<file path="src/rtl/usb_tx_pkg.sv">
// Shared types and constants for the USB full-speed transmit byte-to-bit path.
package usb_tx_pkg;
   localparam int          BYTE_W          = 8;
   localparam logic [15:0] CRC16_POLY_REFL = 16'hA001;
   localparam logic [15:0] CRC16_INIT      = 16'hFFFF;

   typedef enum logic [2:0] {
      ST_IDLE,
      ST_FILL,
      ST_SHIFT,
      ST_CRC,
      ST_UNDERRUN
   } tx_state_t;
endpackage

</file>
<file path="src/rtl/usb_crc16_serial.sv">
// Bit-serial USB CRC16 (reflected 0xA001): one bit folded in per cycle with i_en high.
// Result visible the cycle after the update; i_init has priority over i_en; no backpressure.
module usb_crc16_serial
   import usb_tx_pkg::*;
(
   input  logic        i_clk,
   input  logic        i_reset,
   input  logic        i_init,
   input  logic        i_en,
   input  logic        i_bit,
   output logic [15:0] o_crc
);
   logic [15:0] r_crc;
   logic        w_fb;

   assign w_fb = r_crc[0] ^ i_bit;

   always_ff @(posedge i_clk) begin
      if (i_reset || i_init) begin
         r_crc <= CRC16_INIT;
      end else if (i_en) begin
         r_crc <= (r_crc >> 1) ^ (w_fb ? CRC16_POLY_REFL : 16'h0000);
      end
   end

   assign o_crc = r_crc;
endmodule

</file>
<file path="src/rtl/usb_tx_serializer.sv">
// Packet bytes in (valid/ready, one-byte skid) -> LSB-first bits out, advanced by i_bit_ack; first bit 1 cycle after first byte.
// Optional CRC16 trailer with USB_TX_CRC16_EN; byte_ready drops while the skid is full or after the last byte is taken.
module usb_tx_serializer
   import usb_tx_pkg::*;
#(
   parameter int BYTE_W = 8
) (
   input  logic              i_clk48,
   input  logic              i_reset,
   input  logic              i_start,
   input  logic [BYTE_W-1:0] i_byte_data,
   input  logic              i_byte_valid,
   input  logic              i_byte_last,
   output logic              o_byte_ready,
   output logic              o_bit_out,
   output logic              o_last_bit,
   input  logic              i_bit_ack,
   output logic              o_busy,
   output logic              o_underrun
);
   localparam int IDX_W = $clog2(BYTE_W);

   tx_state_t         r_state;
   logic [BYTE_W-1:0] r_sreg;
   logic [BYTE_W-1:0] r_skid;
   logic              r_cur_last;
   logic              r_skid_last;
   logic              r_skid_full;
   logic              r_last_acc;
   logic              r_underrun;
   logic [IDX_W-1:0]  r_bit_idx;
   logic              w_xfer;
   logic              w_idx_end;

`ifdef USB_TX_CRC16_EN
   logic              r_pid_byte;
   logic [3:0]        r_crc_idx;
   logic [15:0]       w_crc;

   // The PID is sent but never folded into the CRC.
   usb_crc16_serial u_crc (
      .i_clk   (i_clk48),
      .i_reset (i_reset),
      .i_init  ((r_state == ST_IDLE) && i_start),
      .i_en    ((r_state == ST_SHIFT) && i_bit_ack && !r_pid_byte),
      .i_bit   (r_sreg[0]),
      .o_crc   (w_crc)
   );
`endif

   assign o_byte_ready = ((r_state == ST_FILL) || (r_state == ST_SHIFT))
                         && !r_skid_full && !r_last_acc;
   assign w_xfer       = i_byte_valid && o_byte_ready;
   assign w_idx_end    = (r_bit_idx == IDX_W'(BYTE_W - 1));

   always_ff @(posedge i_clk48) begin
      if (i_reset) begin
         r_state     <= ST_IDLE;
         r_sreg      <= '0;
         r_skid      <= '0;
         r_cur_last  <= 1'b0;
         r_skid_last <= 1'b0;
         r_skid_full <= 1'b0;
         r_last_acc  <= 1'b0;
         r_underrun  <= 1'b0;
         r_bit_idx   <= '0;
`ifdef USB_TX_CRC16_EN
         r_pid_byte  <= 1'b0;
         r_crc_idx   <= '0;
`endif
      end else begin
         case (r_state)
            ST_IDLE: begin
               if (i_start) begin
                  r_state     <= ST_FILL;
                  r_underrun  <= 1'b0;
                  r_last_acc  <= 1'b0;
                  r_skid_full <= 1'b0;
               end
            end
            ST_FILL: begin
               if (w_xfer) begin
                  r_sreg     <= i_byte_data;
                  r_cur_last <= i_byte_last;
                  r_last_acc <= i_byte_last;
                  r_bit_idx  <= '0;
                  r_state    <= ST_SHIFT;
`ifdef USB_TX_CRC16_EN
                  r_pid_byte <= 1'b1;
`endif
               end
            end
            ST_SHIFT: begin
               // Acceptance needs an empty skid, so it never collides with the skid load below.
               if (w_xfer) begin
                  r_skid      <= i_byte_data;
                  r_skid_last <= i_byte_last;
                  r_skid_full <= 1'b1;
                  r_last_acc  <= i_byte_last;
               end
               if (i_bit_ack) begin
                  if (!w_idx_end) begin
                     r_sreg    <= r_sreg >> 1;
                     r_bit_idx <= r_bit_idx + 1'b1;
                  end else if (r_cur_last) begin
`ifdef USB_TX_CRC16_EN
                     r_state   <= ST_CRC;
                     r_crc_idx <= '0;
`else
                     r_state   <= ST_IDLE;
`endif
                  end else if (r_skid_full) begin
                     r_sreg      <= r_skid;
                     r_cur_last  <= r_skid_last;
                     r_skid_full <= 1'b0;
                     r_bit_idx   <= '0;
`ifdef USB_TX_CRC16_EN
                     r_pid_byte  <= 1'b0;
`endif
                  end else begin
                     r_underrun <= 1'b1;
                     r_state    <= ST_UNDERRUN;
                  end
               end
            end
`ifdef USB_TX_CRC16_EN
            ST_CRC: begin
               if (i_bit_ack) begin
                  if (r_crc_idx == 4'd15) r_state <= ST_IDLE;
                  else                    r_crc_idx <= r_crc_idx + 1'b1;
               end
            end
`endif
            ST_UNDERRUN: begin
               if (i_bit_ack) r_state <= ST_IDLE;
            end
            default: r_state <= ST_IDLE;
         endcase
      end
   end

   // Underrun forces a last_bit so the encoder closes with a packet the receiver will reject.
   always_comb begin
      o_bit_out  = 1'b0;
      o_last_bit = 1'b0;
      case (r_state)
         ST_SHIFT: begin
            o_bit_out = r_sreg[0];
`ifndef USB_TX_CRC16_EN
            o_last_bit = w_idx_end && r_cur_last;
`endif
         end
`ifdef USB_TX_CRC16_EN
         ST_CRC: begin
            o_bit_out  = ~w_crc[r_crc_idx];
            o_last_bit = (r_crc_idx == 4'd15);
         end
`endif
         ST_UNDERRUN: o_last_bit = 1'b1;
         default: ;
      endcase
   end

   assign o_busy     = (r_state != ST_IDLE);
   assign o_underrun = r_underrun;
endmodule

</file>
<file path="config.mk">
export PLATFORM = sky130hd
export DESIGN_NAME = usb_tx_serializer
export DESIGN_NICKNAME = d
export VERILOG_FILES = /design/src/rtl/usb_tx_pkg.sv /design/src/rtl/usb_crc16_serial.sv /design/src/rtl/usb_tx_serializer.sv
export SDC_FILE = /design/constraint.sdc
export NUM_CORES = 1
export LEC_CHECK = 0
export CAP_MARGIN = 20
export CORE_AREA = 4 4 50 63
export CTS_CLUSTER_DIAMETER = 60
export CTS_CLUSTER_SIZE = 10
export DETAILED_ROUTE_END_ITERATION = 7
export DIE_AREA = 0 0 54 67
export PLACE_DENSITY = 0.75
export RECOVER_POWER = 50
export SYNTH_ARGS = -nofsm -noshare
export SYNTH_HDL_FRONTEND = slang
export SYNTH_SLANG_ARGS = --single-unit
</file>
<file path="constraint.sdc">
create_clock -name i_clk48 -period 4.39 [get_ports i_clk48]
set_input_delay 1.317 -clock i_clk48 [delete_from_list [all_inputs] [get_ports i_clk48]]
set_output_delay 1.317 -clock i_clk48 [all_outputs]
set_load 0.02 [all_outputs]
</file>
**Word-level counts from Yosys, hierarchy flattened**

Cells that the tools add are included.

- Register bits after elaboration: 27
- Logic and storage cells: 86

- $add $sub $neg: 1
- Equality and inequality tests: 15
- Mux-type cells: 41
- Reductions and logical operators: 20

Operators with widths:

| operator | number |
|---|---|
| 8-bit 2-to-1 mux | 5 |
| 3-bit 2-to-1 mux | 12 |
| 1-bit 2-to-1 mux | 16 |
| 8-bit case mux with 2 select lines | 1 |
| 2-bit inequality test (second input constant) | 7 |
| 3-bit case mux with 4 select lines | 1 |
| 6-bit AND reduction | 2 |
| 1-bit case mux with 2 select lines | 5 |
| 3-bit inequality test (second input constant) | 3 |
| 3-bit == test (second input constant) | 2 |
| 3-bit case mux with 2 select lines | 1 |
| 2-bit nonzero test | 3 |
| 5-bit AND reduction | 1 |
| 1-bit logical AND | 4 |
| 2-bit AND reduction | 2 |
| 4-bit AND reduction | 1 |
| 3-bit by 1-bit adder with 3-bit output (second input constant) | 1 |
| 3-bit by 1-bit == test with 1-bit output (second input constant) | 1 |
| 3-bit by 2-bit == test with 1-bit output (second input constant) | 1 |
| 3-bit zero test | 1 |
| 3-bit AND reduction | 1 |
| 3-bit nonzero test | 1 |
| 1-bit zero test | 2 |
| 2-bit by 1-bit inequality test with 1-bit output (second input constant) | 1 |
| 2 further kinds | 2 |

**Longest topological paths before layout**

- Depth after elaboration: 11
- Depth in mapped cells: 7
- Gate-level depth less buffers: 6

**Least setup slack after synthesis**

OpenSTA, ideal clock, no wires.

- Path kind: register to output
- Start point: register r_bit_idx[0]
- End point: output port o_last_bit
- Data arrival time: 1.349 ns
- Required time: 3.073 ns
- Setup slack: 1.724 ns
- Stages on the path, launching flop included: 6
- Cell sequence: dfxtp_1 > ha_1 > ha_1 > buf_2 > nand4b_1 > a21oi_1

- Longest elaborated chain between the ends: 3

RTL lines:

| item | line | RTL |
|---|---|---|
| start: declaration | usb_tx_serializer.sv:31 | `logic [IDX_W-1:0] r_bit_idx;` |
| start signal: assignment | usb_tx_serializer.sv:104 | `r_bit_idx <= r_bit_idx + 1'b1;` |
| 3-bit == test | usb_tx_serializer.sv:54 | `assign w_idx_end = (r_bit_idx == IDX_W'(BYTE_W - 1));` |
| 1-bit logical AND | usb_tx_serializer.sv:150 | `o_last_bit = w_idx_end && r_cur_last;` |
| 1-bit case mux with 2 select lines | usb_tx_serializer.sv:146 | `case (r_state)` |
| end: declaration | usb_tx_serializer.sv:16 | `output logic o_last_bit,` |

No other way between the ends.

**Worst setup path in the final report**

Ends and elaborated chain as after synthesis.

==> reports/results.tsv <==
metric	value	unit
largest net degree at the start of global routing	28	
fin crit period	3.69	ns
Post-CTS Hold Fix Bufs	0	
Clock Skews	0.0118	ns
Async S/R FF share, synth	0	%
synth unique cells	37	
Avg Cell Area, Syn	8.27	um2
number of synthesized flops with an enable pin	0	
IO Port Bufs	18	
status	completed	
post-detail-place hpwl	2030	um
fillers	233	
Slew @ Worst Pin	0.989	ns
Slew headroom	33.8	%
area of the core	2600	um2
placed insts	206	
leak pwr	0.500	nW
latest clock arrival within the worst-skew pair	0.34	ns
Die Height	67	um
first-pass GRT wire length	5470	um
Finished Layout Cells	210	
Max-cap violations	0	
CTS tree	yes	
Power Total	0.459	mW
clock sinks	27	
number of remaining DRC errors	0	
Hold Vio Cnt, Final	0	
area share of the largest cell type after synthesis	38.9	%
GRT overflow	0	
most numerous cell in the Yosys netlist	nand2_1	
Hold Crit Class	reg2reg	
Ant. Diodes	0	
Synth area leader	dfxtp_1	
CTS Buf Count	3	
Rows	21	
Setup violations, final	0	
top cells by count, synth	nand2_1 (29), dfxtp_1 (27), a21oi_1 (24)	
CP Capture Type	output port	
Post-Synthesis Cell Area	1390	um2
crit share post-route	84.0	%
setup TNS	0	ns
Iter 0 DRT Violations	66	
mux cell area share after synthesis	5.77	%
total routed wirelength	3020	um
Via density	5.99	
Ys Warns	0	
sequential fraction of the synthesis area	38.9	%
post-synthesis adder-cell area fraction	1.80	%
CP Launch Type	flop	
largest family of logic cells by synthesized area	simple AND/OR/NAND/NOR gates	
overall global routing resource usage	19.9	%
total die area	3620	um2
CP Max Fanout	12	
post-synthesis compound-gate area fraction	20.2	%
Syn Inst Count	168	
Worst EP required	3.07	ns
drt first pass iters	4	
Clock Tree Buf Depth	2	
clock slew at reported path FFs	0.14	ns
RSZ-0062 raised after global routing	no	
RD Place Congestion	0.722	
peak supply drop	0.201	mV
clk root buf	clkbuf_4	
synthesized net count	184	
CP Class	reg2out	
Initial Util	53.4	%
Core Util, Final	59.7	%
post-route ant nets	0	
Fmax	271	MHz
Area Growth Syn to Fin	11.8	%
Simple-Gate Fraction of Synth Area	25.5	%
max-slew violations	0	
register bit total from synthesis	27	
postcts setup bufs	0	
post-cts sizing count	0	
top_reg_cell synth	dfxtp_1	
Avg WL per Cell	14.4	um
Power Density	295	nW/um2
layout cell share with drive strength beyond 1	3.98	%
Area contributors post-synth	dfxtp_1 (39%), a21oi_1 (8.6%), nand2_1 (7.8%)	
Final Net Count	193	
Die Wd	54	um
via count of the routed design	1258	
initial antenna violation count	0	
Post-Synth XOR/XNOR Area	0.631	%
I/O pins	19	
arrival time at the worst endpoint	2.37	ns
via count of the first global-routing pass	1221	
# H-tree levels	1	
metrics by stage:
stage                     hold WS [ns]  cell area [um2]  setup slack (ns)
after CTS                        0.469             1560             0.699
after floorplan                  0.432             1390              1.72
after global placement           0.438             1530              1.13
after global routing             0.495             1550             0.565
after detailed placement         0.450             1530              1.11
final                            0.467             1550             0.703
flip-flops by register name, summed over array words and instances (netlist names):
| register | count |
|---|---|
| r_state | 3 |
| r_cur_last | 1 |
| r_skid_full | 1 |
| r_bit_idx | 3 |
| o_underrun | 1 |
| r_skid | 8 |
| r_last_acc | 1 |
| r_skid_last | 1 |
| r_sreg | 8 |
worst paths after layout:
kind | start | slack, ns | depth (start not counted) | endpoint
max | r_bit_idx[0] | 0.70 | 5 | o_last_bit
min | r_skid[0] | 0.47 | 2 | r_skid[0]
min reg2reg | r_skid[0] | 0.47 | 2 | r_skid[0]
max reg2reg | r_bit_idx[0] | 1.92 | 6 | r_sreg[4]
report_power, final:
| group | total, mW | internal [mW] | switching [mW] |
|---|---|---|---|
| clock | 0.113 | 0.0350 | 0.0779 |
| combinational | 0.0789 | 0.0362 | 0.0427 |
| sequential | 0.267 | 0.256 | 0.0109 |
per-layer routing:
metal	routed length (um)	part of all wire (%)	vias up	GRT usage, %
li1	-	-	616	-
met1	1310	43	611	24.1
met2	1530	51	26	34.8
met3	129	4.3	5	2.46
met4	51	1.7	0	7.48
met5	0	0	-	0
worst max-delay path, stage by stage, from the launching register on:
cell and delay [ns]:
dfxtp_1 0.39, ha_1 0.17, ha_1 0.53, nand4b_1 0.16
a21oi_1 0.17, clkdlybuf4s50_1 0.62
final cells by class:
| cell class | count | area (um2) | area share [%] |
|---|---|---|---|
| clock buffer | 3 | 22.5 | 1.45 |
| clock inverter | 1 | 7.51 | 0.483 |
| inverter | 4 | 15.0 | 0.967 |
| multi-input combinational | 122 | 737 | 47.5 |
| sequential | 27 | 541 | 34.8 |
| tap | 34 | 42.5 | 2.74 |
| timing repair buffer | 19 | 188 | 12.1 |
cell usage in the layout, fill, tap and decap left out, types with 3 or more instances in the layout:
master / instances
clkbuf_4: 3
dlygate4sd3_1: 3
clkdlybuf4s50_1: 15
nor2_1: 7
dfxtp_1: 27
inv_1: 4
nor3_1: 7
mux2i_1: 8
o221ai_1: 7
nand2_1: 29
a21oi_1: 24
nand3_1: 11
o211ai_1: 3
cell families (layout without fill, tap and decap cells):
family	after synthesis	count (layout)
AOI/OAI and AO/OA	43	43
xor gates and xnor gates	1	1
adders and majority gates	2	2
buffers and inverters	19	27
DFF	27	27
muxes	8	8
and+or+nand+nor	68	68
Note: power is estimated with default switching activity, not from simulation.
